`src/rtl/cla8_pg_stage_if.sv`:
```
// rtl/cla8_pg_stage_if.sv - operand/result handshake bundle for the CLA propagate/generate stage
//
// Purpose: groups the input beat (in_valid/in_ready, a, b, carry_in, sub) and
//          the output beat (out_valid/out_ready, p, g, cin_out) of cla8_pg_stage.
// Ports (signals):
//   in_valid  : operand beat present (master -> slave)
//   in_ready  : stage can accept a beat (slave -> master)
//   a, b      : operands, WIDTH bits (master -> slave)
//   carry_in  : carry-in used for add (master -> slave)
//   sub       : 1 = compute a-b (master -> slave)
//   out_valid : p/g/cin_out valid (slave -> master)
//   out_ready : downstream accepts (master -> slave)
//   p, g      : propagate / generate bits, WIDTH bits (slave -> master)
//   cin_out   : effective carry-in c0 (slave -> master)
interface cla8_pg_stage_if #(
   parameter int WIDTH = 8
);
   logic             in_valid;
   logic             in_ready;
   logic [WIDTH-1:0] a;
   logic [WIDTH-1:0] b;
   logic             carry_in;
   logic             sub;
   logic             out_valid;
   logic             out_ready;
   logic [WIDTH-1:0] p;
   logic [WIDTH-1:0] g;
   logic             cin_out;

   modport master (
      output in_valid, a, b, carry_in, sub, out_ready,
      input  in_ready, out_valid, p, g, cin_out
   );

   modport slave (
      input  in_valid, a, b, carry_in, sub, out_ready,
      output in_ready, out_valid, p, g, cin_out
   );
endinterface

```
`src/rtl/cla8_pg_stage.sv`:
```
// rtl/cla8_pg_stage.sv - registered propagate/generate front end of the 8-bit carry-lookahead adder
//
// Purpose: accepts operand beats, optionally turns a-b into a + ~b + 1, and
//          registers p = a ^ b_eff, g = a & b_eff and the effective carry-in
//          for the downstream carry cells. A two-entry skid buffer (output
//          register + skid register) sustains one beat per cycle under
//          backpressure while in_ready stays a plain register.
// Ports:
//   clk       : rising-edge clock
//   rst_n     : asynchronous, active-low reset
//   bus       : cla8_pg_stage_if slave modport (handshakes, operands, results)
//   txn_count : completed output handshakes, wraps at 2^CNT_W
module cla8_pg_stage #(
   parameter int WIDTH = 8,
   parameter int CNT_W = 8
) (
   input  logic             clk,
   input  logic             rst_n,
   cla8_pg_stage_if.slave   bus,
   output logic [CNT_W-1:0] txn_count
);

   typedef enum logic [1:0] {
      EMPTY = 2'd0,
      ONE   = 2'd1,
      FULL  = 2'd2
   } state_t;

   state_t           state_q;
   state_t           state_d;
   logic             in_ready_q;
   logic [CNT_W-1:0] txn_q;

   logic [WIDTH-1:0] out_p_q;
   logic [WIDTH-1:0] out_g_q;
   logic             out_cin_q;
   logic [WIDTH-1:0] skid_p_q;
   logic [WIDTH-1:0] skid_g_q;
   logic             skid_cin_q;

   logic [WIDTH-1:0] b_eff;
   logic [WIDTH-1:0] p_in;
   logic [WIDTH-1:0] g_in;
   logic             cin_in;

   logic accept;
   logic emit;
   logic load_out;
   logic load_skid;
   logic skid_to_out;

   // Subtraction is a + ~b + 1, so the carry-in is forced high.
   always_comb begin
      b_eff  = bus.sub ? ~bus.b : bus.b;
      cin_in = bus.sub | bus.carry_in;
      p_in   = bus.a ^ b_eff;
      g_in   = bus.a & b_eff;
   end

   assign accept = bus.in_valid & in_ready_q;
   assign emit   = (state_q != EMPTY) & bus.out_ready;

   always_comb begin
      state_d     = state_q;
      load_out    = 1'b0;
      load_skid   = 1'b0;
      skid_to_out = 1'b0;
      case (state_q)
         EMPTY: begin
            if (accept) begin
               state_d  = ONE;
               load_out = 1'b1;
            end
         end
         ONE: begin
            if (accept && emit) begin
               load_out = 1'b1;
            end else if (accept) begin
               state_d   = FULL;
               load_skid = 1'b1;
            end else if (emit) begin
               state_d = EMPTY;
            end
         end
         FULL: begin
            // in_ready is low here, so only the drain of the skid can happen.
            if (emit) begin
               state_d     = ONE;
               skid_to_out = 1'b1;
            end
         end
         default: state_d = EMPTY;
      endcase
   end

   always_ff @(posedge clk or negedge rst_n) begin
      if (!rst_n) begin
         state_q    <= EMPTY;
         in_ready_q <= 1'b1;
         txn_q      <= '0;
      end else begin
         state_q    <= state_d;
         in_ready_q <= (state_d != FULL);
         if (emit) begin
            txn_q <= txn_q + CNT_W'(1);
         end
      end
   end

   // Output register is not cleared on drain: p/g/cin_out keep the last beat.
   always_ff @(posedge clk or negedge rst_n) begin
      if (!rst_n) begin
         out_p_q    <= '0;
         out_g_q    <= '0;
         out_cin_q  <= 1'b0;
         skid_p_q   <= '0;
         skid_g_q   <= '0;
         skid_cin_q <= 1'b0;
      end else begin
         if (load_out) begin
            out_p_q   <= p_in;
            out_g_q   <= g_in;
            out_cin_q <= cin_in;
         end else if (skid_to_out) begin
            out_p_q   <= skid_p_q;
            out_g_q   <= skid_g_q;
            out_cin_q <= skid_cin_q;
         end
         if (load_skid) begin
            skid_p_q   <= p_in;
            skid_g_q   <= g_in;
            skid_cin_q <= cin_in;
         end else if (skid_to_out) begin
            skid_p_q   <= '0;
            skid_g_q   <= '0;
            skid_cin_q <= 1'b0;
         end
      end
   end

   assign bus.in_ready  = in_ready_q;
   assign bus.out_valid = (state_q != EMPTY);
   assign bus.p         = out_p_q;
   assign bus.g         = out_g_q;
   assign bus.cin_out   = out_cin_q;
   assign txn_count     = txn_q;

endmodule

```
`src/flat_wrapper.sv`:
```
// flat-port wrapper written by rule: the top's interface ports become plain ports
module cla8_pg_stage_flat 
#(
   parameter int WIDTH = 8,
   parameter int CNT_W = 8
)
  (clk, rst_n, txn_count, bus_in_valid, bus_a, bus_b, bus_carry_in, bus_sub, bus_out_ready, bus_in_ready, bus_out_valid, bus_p, bus_g, bus_cin_out);
  cla8_pg_stage_if #(.WIDTH(WIDTH)) bus_i ();
  input  logic clk;
  input  logic rst_n;
  output logic [CNT_W-1:0] txn_count;
  input wire logic [$bits(bus_i.in_valid)-1:0] bus_in_valid;
  input wire logic [$bits(bus_i.a)-1:0] bus_a;
  input wire logic [$bits(bus_i.b)-1:0] bus_b;
  input wire logic [$bits(bus_i.carry_in)-1:0] bus_carry_in;
  input wire logic [$bits(bus_i.sub)-1:0] bus_sub;
  input wire logic [$bits(bus_i.out_ready)-1:0] bus_out_ready;
  output wire logic [$bits(bus_i.in_ready)-1:0] bus_in_ready;
  output wire logic [$bits(bus_i.out_valid)-1:0] bus_out_valid;
  output wire logic [$bits(bus_i.p)-1:0] bus_p;
  output wire logic [$bits(bus_i.g)-1:0] bus_g;
  output wire logic [$bits(bus_i.cin_out)-1:0] bus_cin_out;
  assign bus_i.in_valid = bus_in_valid;
  assign bus_i.a = bus_a;
  assign bus_i.b = bus_b;
  assign bus_i.carry_in = bus_carry_in;
  assign bus_i.sub = bus_sub;
  assign bus_i.out_ready = bus_out_ready;
  assign bus_in_ready = bus_i.in_ready;
  assign bus_out_valid = bus_i.out_valid;
  assign bus_p = bus_i.p;
  assign bus_g = bus_i.g;
  assign bus_cin_out = bus_i.cin_out;
  cla8_pg_stage #(.WIDTH(WIDTH), .CNT_W(CNT_W)) u_core (.clk(clk), .rst_n(rst_n), .bus(bus_i), .txn_count(txn_count));
endmodule
```
`config.mk`:
```
export PLATFORM = sky130hd
export DESIGN_NAME = cla8_pg_stage_flat
export DESIGN_NICKNAME = d
export VERILOG_FILES = /design/src/rtl/cla8_pg_stage_if.sv /design/src/rtl/cla8_pg_stage.sv /design/src/flat_wrapper.sv
export SDC_FILE = /design/constraint.sdc
export NUM_CORES = 1
export LEC_CHECK = 0
export BUFFER_PORTS_ARGS = -buffer_cell sky130_fd_sc_hd__buf_4
export CAP_MARGIN = 20
export CORE_AREA = 4 4 74 76
export CTS_CLUSTER_DIAMETER = 40
export DETAILED_ROUTE_END_ITERATION = 7
export DIE_AREA = 0 0 78 80
export PLACE_DENSITY = 0.72
export REMOVE_ABC_BUFFERS = 1
export SYNTH_ARGS = -nofsm -noshare
export SYNTH_HDL_FRONTEND = slang
export SYNTH_SLANG_ARGS = --single-unit
export TNS_END_PERCENT = 10
```
`constraint.sdc`:
```
create_clock -name clk -period 1.5 [get_ports clk]
set_input_delay 0.15 -clock clk [delete_from_list [all_inputs] [get_ports clk]]
set_output_delay 0.15 -clock clk [all_outputs]
set_load 0.01 [all_outputs]
```
==> After elaboration in Yosys (flattened, before gate mapping) <==
Index checks and enable logic that the tools add are counted.
{ "totals": {"word_cells": 49, "register_bits": 45, "inputBits": 22} }
{ "classes": {"mux": 25, "bitwise_logic": 6, "reduce_logical": 5, "n_eq_ne": 3, "add_sub_neg": 1} }
{ "ops": {"columns": ["op", "count"], "rows": [
  ["2-to-1 mux 8 bit", 8],
  ["2-to-1 mux 1 bit", 10],
  ["2-to-1 mux 2 bit", 5],
  ["adder 8 x 1 -> 8 bit (second input constant)", 1],
  ["bitwise AND 8 bit", 1],
  ["NOT 8 bit", 1],
  ["XOR 8 bit", 1],
  ["one-hot mux 2 bit (3 select lines)", 1],
  ["nonzero test 2 bit", 3],
  ["bitwise AND 1 bit", 2],
  ["== test 2 x 1 -> 1 bit (second input constant)", 1],
  ["== test 2 bit (second input constant)", 1],
  ["zero test 2 bit", 1],
  ["!= test 2 bit (second input constant)", 1],
  ["one-hot mux 1 bit (2 select lines)", 1],
  ["logical AND 1 bit", 1],
  ["bitwise OR 1 bit", 1]
]} }

==> Logic depth before layout (Yosys ltp) <==
Gate-level depths: netlist of the first run.
{ "depth": {"ltp_word": 7, "mapped_depth": 7, "ltp_nobuf": 5} }

==> Worst setup path before layout of the first run <==
No wires, ideal clock.
{ "synth_timing": {"path_kind": "flip-flop to flip-flop", "start": "register u_core.state_q[0]", "end": "register u_core.out_g_q[0] (netlist: u_core.bus.g[0])", "path_slack_ns": -0.094, "required_ns": 1.374, "setup_ns": 0.126, "period_less_slack_ns": 1.594, "path_buffers": 3, "path_stages_with_launch": 7, "arrival_ns": 1.468, "cell_sequence": "dfrtp_1 buf_6 or2_4 o211a_1 buf_6 buf_8 a221o_1"} }
{ "synth_between": {"elab_chain_len": 6, "elab_cells_between_ends": 12, "cone_classes": "2 x eq/ne; 5 x mux; 1 x bitwise; 4 x reduce/logical"} }
{ "synth_lines": {"columns": ["element", "line", "text"], "rows": [
  ["from (decl)", "cla8_pg_stage.sv:29", "state_t state_q;"],
  ["from (signal assigned)", "cla8_pg_stage.sv:102", "state_q <= state_d;"],
  ["nonzero test 2 bit (*)", null, null],
  ["named net bus_out_valid", "flat_wrapper.sv:19", "output wire logic [$bits(bus_i.out_valid)-1:0] bus_out_valid;"],
  ["bitwise AND 1 bit (*)", "cla8_pg_stage.sv:61", "assign emit = (state_q != EMPTY) & bus.out_ready;"],
  ["logical AND 1 bit", "cla8_pg_stage.sv:76", "if (accept && emit) begin"],
  ["2-to-1 mux 1 bit", "cla8_pg_stage.sv:76", null],
  ["one-hot mux 1 bit (2 select lines)", "cla8_pg_stage.sv:68", "case (state_q)"],
  ["2-to-1 mux 8 bit / nonzero test 2 bit (equally long branches)", null, null],
  ["to (signal assigned)", "cla8_pg_stage.sv:122", "out_g_q <= g_in;"],
  ["to (signal assigned)", "cla8_pg_stage.sv:126", "out_g_q <= skid_g_q;"],
  ["to (decl)", "cla8_pg_stage.sv:35", "logic [WIDTH-1:0] out_g_q;"]
]} }
Mark *: on every way through the listed nets, which the timed path passes. The rest lies on a longest branch.
A chain may end at the register's enable or synchronous reset.

==> Final worst setup path of the first run <==
{ "layout_timing": {"start": "register u_core.state_q[1]", "end": "register u_core.out_p_q[0] (netlist: u_core.bus.p[0])"} }
{ "layout_between": {"elab_chain_len": 6, "elab_cells_between_ends": 12, "cone_classes": "2 x eq/ne; 5 x mux; 1 x bitwise; 4 x reduce/logical"} }
{ "layout_lines": {"columns": ["element", "line", "text"], "rows": [
  ["nonzero test 2 bit", "cla8_pg_stage.sv:61", null],
  ["bitwise AND 1 bit", "cla8_pg_stage.sv:61", null],
  ["logical AND 1 bit", "cla8_pg_stage.sv:76", null],
  ["2-to-1 mux 1 bit", "cla8_pg_stage.sv:76", null],
  ["one-hot mux 1 bit (2 select lines)", "cla8_pg_stage.sv:68", null],
  ["2-to-1 mux 8 bit / nonzero test 2 bit (equally long branches)", null, null],
  ["to (signal assigned)", "cla8_pg_stage.sv:121", "out_p_q <= p_in;"],
  ["to (signal assigned)", "cla8_pg_stage.sv:125", "out_p_q <= skid_p_q;"],
  ["to (decl)", "cla8_pg_stage.sv:34", "logic [WIDTH-1:0] out_p_q;"]
]} }
Several ways; a longest one is shown, not always the timed one.

==> results of run 1 <==
-- worst max path at each step --
stage / from / endpoint / slack (ps) / depth (start not counted)
floorplan: u_core.state_q[0] / u_core.skid_cin_q / -1200 / 3
global placement: u_core.state_q[0] / u_core.bus.g[4] / -150 / 2
detailed placement: u_core.state_q[0] / u_core.bus.p[0] / -210 / 2
CTS: u_core.state_q[1] / u_core.bus.p[0] / -60 / 5
global route: u_core.state_q[1] / u_core.bus.g[0] / -110 / 5
finish: u_core.state_q[1] / u_core.bus.p[0] / -60 / 5
-- kinds of logic after synthesis --
family	after synthesis
buffers and inverters	32
flip-flops	45
adder cells (fa/ha/maj)	9
multiplexers	19
XOR/XNOR	15
AO/OA/AOI/OAI	22
AND/OR/NAND/NOR	58
-- worst max-delay path, delay by kind of cell, from the launching register on --
| family | cells | cell delay [ps] |
|---|---|---|
| AOI/OAI and AO/OA | 2 | 540 |
| DFF | 1 | 410 |
| buffers and inverters | 2 | 280 |
| and+or+nand+nor | 1 | 220 |
-- repair_timing --
action / 4_1_cts / 5_1_grt
endpoints found under the hold margin: 44 / 0
pin swaps: 0 / 0
hold buffers: 1 / 0
resized for setup: 2 / 1
cloned: 0 / 0
endpoints found under the setup margin: 17 / 35
-- sequential cells by signal, summed over array words and instances, names as in the netlist --
signal,count
u_core.bus.p,8
u_core.skid_g_q,8
u_core.skid_p_q,8
u_core.skid_cin_q,1
u_core.bus.in_ready,1
u_core.bus.g,8
u_core.state_q,2
u_core.bus.cin_out,1
u_core.txn_count,8
-- report_power, final --
group          total, mW  internal (mW)  switching (mW)
clock              0.754          0.331           0.424
sequential          2.06           1.71           0.351
combinational       1.87           1.01           0.860
-- stage by stage --
| stage | setup slack, ps | std cells | cell area [um2] |
|---|---|---|---|
| after floorplan | -1200 | 186 | 2120 |
| after global placement | -155 | 315 | 2700 |
| after detailed placement | -209 | 315 | 2700 |
| after CTS | -63.7 | 324 | 2810 |
| after global routing | -109 | 324 | 2810 |
| final | -60.7 | 324 | 2810 |
-- metal layers --
metal	vias to the layer above	track usage, %
met1	786	21.2
met3	7	2.60
met2	50	26.5
met5	-	0
li1	816	-
met4	0	5.77
-- layout by cell type, fill, tap and decap left out, types with 5 or more instances in the layout --
| master | instances |
|---|---|
| clkbuf_8 | 5 |
| xor2_1 | 11 |
| dfrtp_1 | 43 |
| buf_4 | 59 |
| mux2i_1 | 18 |
| a221o_1 | 17 |
| nor3_1 | 19 |
| ha_1 | 9 |
| nand2_1 | 24 |
| inv_1 | 18 |
-- cell type report --
class / count / area, um2
inverters: 18 / 67.6
well taps: 67 / 83.8
flip-flops and latches: 45 / 1130
clock inverters: 3 / 22.5
fillers: 401 / 1910
repair buffers: 63 / 504
multi-input cells: 123 / 937
clock buffers: 5 / 68.8
==> run summary, run 1 <==
Fmax = 0.641 GHz
Reg2Reg Launch Point = u_core.state_q[1]
Area of the core = 4720 um2
Vias/cell = 5.12
Largest net degree at the start of global routing = 46
Initial antenna violation count = 0
First-pass GRT wire length = 7.93 mm
Worst setup path class = flip-flop to flip-flop
Crit-path max cell delay = 410 ps
Synth Area in XOR/XNOR = 5.91%
Final WS setup = -60.7 ps
R2r endpoint = u_core.bus.p[0]
RSZ-0062 raised after global routing = yes
Final ANT Viol Nets = 0
Initial Util = 47.0%
Cell taking the most area after synthesis = dfrtp_1
R2R cell count = 5
Cell chosen for the clock root = clkbuf_8
Sequential area share after synthesis = 50.7%
EDFF count, synth = 0
Final hold violation count = 0
First-pass DRT Iterations = 4
Register bit count reported by yosys = 45
# clock sinks = 45
Crit share post-route = 104%
Detailed Place HPWL = 3.42 mm
Power after layout = 4.69 mW
Post-synthesis cell count = 200
HP Start = bus_carry_in
Synth cell count leaders = dfrtp_1, nand2_1, nor3_1
Initial drt markers = 143
Final Slew Violations = 0
Worst EP required = 1680 ps
Vias in the first global route = 1695
Die width = 78 um
Flop2flop setup slack = -60 ps
Simple-gate share of the synthesized area = 12.9%
Clock-pin slew on the worst setup and hold paths = 80 ps
GPL Wtd Cong = 0.818
Status = finished, violations left
M1 WL = 2.02 mm
Top cell type's share of synthesized area = 49.5%
Final setup viols = 17
Num rows = 25
VDD IR max = 0.748 mV
PortBufs = 48
Hold EP = u_core.skid_cin_q
Die area = 6240 um2
Post-synthesis mux area share = 8.61%
Number of library cell types mapped by synthesis = 32
CTS buffer count = 5
Final core occ = 59.5%
Height of the die = 80 um
GRT Resource Usage Total = 16.0%
Period minus WS final = 1560 ps
Largest family of logic cells by synthesized area = simple AND/OR/NAND/NOR gates
Global route total overflow = 0
Clk_lat worst skew = 300 ps
NumNets Final = 287
Worst Hold Class = input port to flip-flop
PD cells = 1670 nW/um2
Asr flop ratio synth = 100%
Crit path max-delay cell type = dfrtp_1
Layout cells sized above 1 = 30.4%
Syn Area/Cell = 11.1 um2
DR WL/cell = 14.4 um
Main flop type after synthesis = dfrtp_1
Leak Pwr = 1.38 nW
Metal2 WL = 2.35 mm
Synthesis-to-layout area growth = 26.6%
Mapped Area = 2220 um2
Ranking of synthesized cells by area = dfrtp_1, mux2i_1, a221o_1
Boundary pin count = 49
Max layer used = met4
DRT Wirelength = 4.68 mm
Via Count = 1659
WP data arrival = 1740 ps
Final hold slack = 131 ps
Max-slew headroom = 49.3%
Critical path fanouts, max = 17
Failing checks = negative setup slack
Max Buffers Root-to-Sink = 2
CTS tree = yes
Hold Path Stages = 3
Startpoint Class = flip-flop
Sum Neg Setup Slack = -773 ps
Ant. Diodes = 0
Count leader, synth = dfrtp_1
DR WL met3 = 249 um
Post-CTS setup repair buffer count = 0
CP Cell Sequence = buf_6, or2_4, o211a_1, buf_12, a221o_1
Max_cap viols = 0
Worst Tran Pin Value = 760 ps
Compound-Gate Fraction of Synth Area = 9.29%
CP endpoint kind = flip-flop
Residual DRC count = 0
CTS H-tree lvls = 2
Yosys Warn Count = 0
Synth Area in Adders = 5.07%
Setup Skew = 5.59 ps
Note: power is estimated with default switching activity, not from simulation.
==> run 2: changes to the inputs <==
--- a/config.mk
+++ b/config.mk
@@ -7,11 +7,13 @@
 export LEC_CHECK = 0
 export BUFFER_PORTS_ARGS = -buffer_cell sky130_fd_sc_hd__buf_4
 export CAP_MARGIN = 20
-export CORE_AREA = 4 4 74 76
+export CELL_PAD_IN_SITES_DETAIL_PLACEMENT = 1
+export CELL_PAD_IN_SITES_GLOBAL_PLACEMENT = 2
+export CORE_AREA = 8 8 94 96
 export CTS_CLUSTER_DIAMETER = 40
 export DETAILED_ROUTE_END_ITERATION = 7
-export DIE_AREA = 0 0 78 80
-export PLACE_DENSITY = 0.72
+export DIE_AREA = 0 0 102 104
+export PLACE_DENSITY_LB_ADDON = 0.1
 export REMOVE_ABC_BUFFERS = 1
 export SYNTH_ARGS = -nofsm -noshare
 export SYNTH_HDL_FRONTEND = slang
==> run summary, run 2 (synthesized netlist as in run 1, its figures left out) <==
Status = complete, no violations
Initial drt markers = 49
Reg2Reg Launch Point = u_core.state_q[1]
PortBufs = 48
# clock sinks = 45
Height of the die = 104 um
Worst Hold Class = input port to flip-flop
Leak Pwr = 1.39 nW
R2r endpoint = u_core.bus.p[2]
Most frequent cells in the layout = buf_4, dfrtp_1, nand2_1
Detailed Place HPWL = 3.96 mm
Final ANT Viol Nets = 0
Boundary pin count = 49
Area of the core = 7450 um2
Clk_lat worst skew = 300 ps
CTS H-tree lvls = 2
Die area = 10600 um2
Fmax = 0.671 GHz
DR WL/cell = 15.9 um
First-pass GRT wire length = 9.54 mm
GRT Resource Usage Total = 11.4%
Crit share post-route = 99.4%
Max-slew headroom = 60.8%
CTS tree = yes
Critical path fanouts, max = 17
Final hold violation count = 0
Final core occ = 38.9%
VDD IR max = 0.574 mV
Worst setup path class = flip-flop to flip-flop
Initial Util = 29.8%
WP data arrival = 1670 ps
RSZ-0062 raised after global routing = yes
Final WS setup = 9.61 ps
Die width = 102 um
NumNets Final = 285
CTS buffer count = 5
Max Buffers Root-to-Sink = 2
DRT Wirelength = 5.69 mm
R2R cell count = 4
DP Worst Slack = 15.2 ps
Synthesis-to-layout area growth = 30.5%
Ant. Diodes = 0
PD cells = 1750 nW/um2
Vias/cell = 4.71
Setup Skew = 9.94 ps
Vias in the first global route = 1840
Final setup viols = 0
Layout cells sized above 1 = 30.6%
Startpoint Class = flip-flop
Global route total overflow = 0
Final Slew Violations = 0
Via Count = 1683
Num rows = 32
Max_cap viols = 0
Period minus WS final = 1490 ps
Worst Tran Pin Value = 587 ps
Residual DRC count = 0
Initial antenna violation count = 0
Commonest non-fill, non-tap cell in the layout = buf_4
Flop2flop setup slack = 10 ps
Critical Path End = u_core.bus.p[2]
Worst EP required = 1680 ps
Cell chosen for the clock root = clkbuf_8
GPL Wtd Cong = 0.653
First-pass DRT Iterations = 4
Worst setup startpoint = u_core.state_q[1]
CP endpoint kind = flip-flop
Largest net degree at the start of global routing = 46
Clock-pin slew on the worst setup and hold paths = 90 ps
[run 2: stage by stage]
stage | instances | hold WS (ps) | power (mW) | cell area, um2 | TNS [ps]
floorplan | 186 | -146 | 2.99 | 2120 | -22490
global placement | 347 | 205 | 3.98 | 2730 | 0
detailed placement | 347 | 201 | 4.01 | 2730 | 0
CTS | 356 | 67.5 | 5.16 | 2880 | 0
global route | 357 | 80.5 | 5.45 | 2900 | -129
finish | 357 | 82.6 | 5.06 | 2900 | 0
[run 2: critical path, cell delays in order, from the launching register on]
cell	delay [ps]
dfrtp_2	440
or2_4	240
o211a_1	240
buf_12	160
a221o_1	300
[run 2: repair_timing]
action | CTS | global route
gates resized for setup | 0 | 4
endpoints found under the setup margin | 0 | 34
hold buffers | 1 | 0
endpoints found under the hold margin | 44 | 0
setup buffers | 0 | 1
[run 2: layout make-up]
cell class	count	area [um2]
fillers	847	4550
flip-flops and latches	45	1130
multi-input cells	123	941
repair buffers	61	498
well taps	102	128
clock buffers	5	68.8
clock inverters	3	68.8
inverters	18	67.6
[run 2: how the worst min path moves through the flow]
stage / from / cells after the start / end
floorplan: rst_n / 0 / u_core.bus.cin_out
global placement: rst_n / 1 / u_core.skid_p_q[5]
detailed placement: rst_n / 1 / u_core.skid_p_q[5]
CTS: bus_out_ready / 2 / u_core.state_q[1]
global route: bus_out_ready / 2 / u_core.state_q[1]
finish: bus_out_ready / 2 / u_core.state_q[1]
[run 2: layer usage]
layer  GRT usage [%]  part of all wire, %
met5               0                    0
met4            2.83                 0.79
met3            3.75                  5.0
met2            18.5                   48
met1            14.1                   46
[run 2: report_power, final]
group / leakage [nW] / switching, mW / internal [mW] / total (mW)
registers: 0.566 / 0.352 / 1.71 / 2.06
clock network: 0.0687 / 0.445 / 0.671 / 1.12
logic: 0.755 / 0.881 / 1.00 / 1.89
==> run 3: changes to the inputs <==
--- a/config.mk
+++ b/config.mk
@@ -5,14 +5,14 @@
 export SDC_FILE = /design/constraint.sdc
 export NUM_CORES = 1
 export LEC_CHECK = 0
-export BUFFER_PORTS_ARGS = -buffer_cell sky130_fd_sc_hd__buf_4
 export CAP_MARGIN = 20
 export CELL_PAD_IN_SITES_DETAIL_PLACEMENT = 1
 export CELL_PAD_IN_SITES_GLOBAL_PLACEMENT = 2
-export CORE_AREA = 8 8 94 96
+export CORE_AREA = 8 8 88 90
 export CTS_CLUSTER_DIAMETER = 40
 export DETAILED_ROUTE_END_ITERATION = 7
-export DIE_AREA = 0 0 102 104
+export DIE_AREA = 0 0 96 98
+export DONT_BUFFER_PORTS = 1
 export PLACE_DENSITY_LB_ADDON = 0.1
 export REMOVE_ABC_BUFFERS = 1
 export SYNTH_ARGS = -nofsm -noshare
==> run summary, run 3 (synthesized netlist as in run 1, its figures left out) <==
Status = finished, violations left
Failing checks = negative setup slack
Area after DPL = 2360 um2
Max_cap viols = 0
Max Buffers Root-to-Sink = 2
PortBufs = 0
Final cell count without fillers = 295
CP endpoint kind = flip-flop
Final setup viols = 16
Ant. Diodes = 0
Worst EP required = 1690 ps
Vias in the first global route = 1784
Die area = 9410 um2
Fmax = 0.654 GHz
Clock-pin slew on the worst setup and hold paths = 90 ps
Layout cells sized above 1 = 16.3%
Num rows = 30
Post-route cell area = 2550 um2
Final hold violation count = 0
Clk_lat worst skew = 300 ps
CTS H-tree lvls = 2
RSZ-0062 raised after global routing = yes
NumNets Final = 245
Final Slew Violations = 0
Final core occ = 39.3%
Residual DRC count = 0
Die width = 96 um
Detailed Place HPWL = 4.00 mm
Initial antenna violation count = 0
GR Util met2 = 22.1%
Final ANT Viol Nets = 0
CTS tree = yes
Cell chosen for the clock root = clkbuf_8
First-pass DRT Iterations = 4
Initial drt markers = 45
GRT Resource Usage Total = 13.0%
Area of the core = 6490 um2
Crit share post-route = 102%
Setup Skew = 5.49 ps
Global route total overflow = 0
Synthesis-to-layout area growth = 14.8%
Worst Hold Class = input port to flip-flop
Initial Util = 34.2%
Period minus WS final = 1530 ps
Final WS setup = -29.4 ps
Met1 usage = 15.1%
Largest net degree at the start of global routing = 46
DR WL/cell = 20.2 um
Max-slew headroom = 83.8%
GPL Wtd Cong = 0.685
WP data arrival = 1720 ps
First-pass GRT wire length = 9.46 mm
VDD IR max = 0.617 mV
Most frequent cells in the layout = dfrtp_1, nand2_1, nor3_1
Met3 GRT Util = 4.37%
Commonest non-fill, non-tap cell in the layout = dfrtp_1
Startpoint Class = flip-flop
Critical path fanouts, max = 8
CTS buffer count = 5
Power after layout = 4.48 mW
Leak Pwr = 1.17 nW
Height of the die = 98 um
Placed cell count = 280
Vias/cell = 5.34
Worst Tran Pin Value = 241 ps
Via Count = 1576
PD cells = 1750 nW/um2
DRT Wirelength = 5.97 mm
Gr busiest metal = met2
Worst setup path class = flip-flop to flip-flop
# clock sinks = 45
Boundary pin count = 49
## run 3: worst paths after layout
check | from | endpoint | slack, ps | cells after the start
min in group asynchronous | rst_n | u_core.bus.g[1] | 350 | 2
min | bus_carry_in | u_core.skid_cin_q | 70 | 2
max | u_core.state_q[0] | u_core.bus.cin_out | -30 | 4
max reg2reg | u_core.state_q[0] | u_core.bus.cin_out | -30 | 4
min reg2reg | u_core.skid_g_q[3] | u_core.bus.g[3] | 520 | 1
max in group asynchronous | rst_n | u_core.bus.in_ready | 880 | 2
## run 3: report_power, final
part	internal, mW	switching (mW)	total (mW)
Combinational	0.767	0.726	1.49
Sequential	1.71	0.519	2.23
Clock	0.331	0.425	0.756
Total	2.80	1.67	4.48
## run 3: critical path, stage by stage (launching register included)
cell       delay (ps)
dfrtp_1           420
or2_4             270
o211a_4           260
clkbuf_16         170
a221o_1           300
## run 3: metrics by stage
stage	hold slack [ps]	setup WS, ps	TNS (ps)
after floorplan	-146	-1200	-22490
after global placement	-144	34.9	0
after detailed placement	-144	-38.2	-364
after CTS	44.9	-11.3	-11.4
after global routing	87.7	-57.0	-1010
final	72.7	-29.4	-156
## run 3: routing by layer
layer	up-vias	part of all wire, %	routed length, um
li1	718	-	-
met3	5	6.1	362
met2	30	52	3110
met1	823	41	2460
met4	0	0.67	40
met5	-	0	0
## run 3: what timing repair did
action / 4_1_cts / 5_1_grt
cloned: 0 / 1
pin swaps: 0 / 0
setup endpoints to repair: 19 / 29
gates resized for setup: 0 / 3
hold endpoints to repair: 47 / 0
hold buffers: 3 / 0
buffers inserted: 2 / 1
## run 3: area by class of cell
cell class	instances	area [um2]
inverter	18	67.6
fill	730	3940
tap	80	100
timing repair buffer	21	225
multi-input combinational	123	947
clock buffer	7	76.3
sequential	45	1130
clock inverter	1	7.51
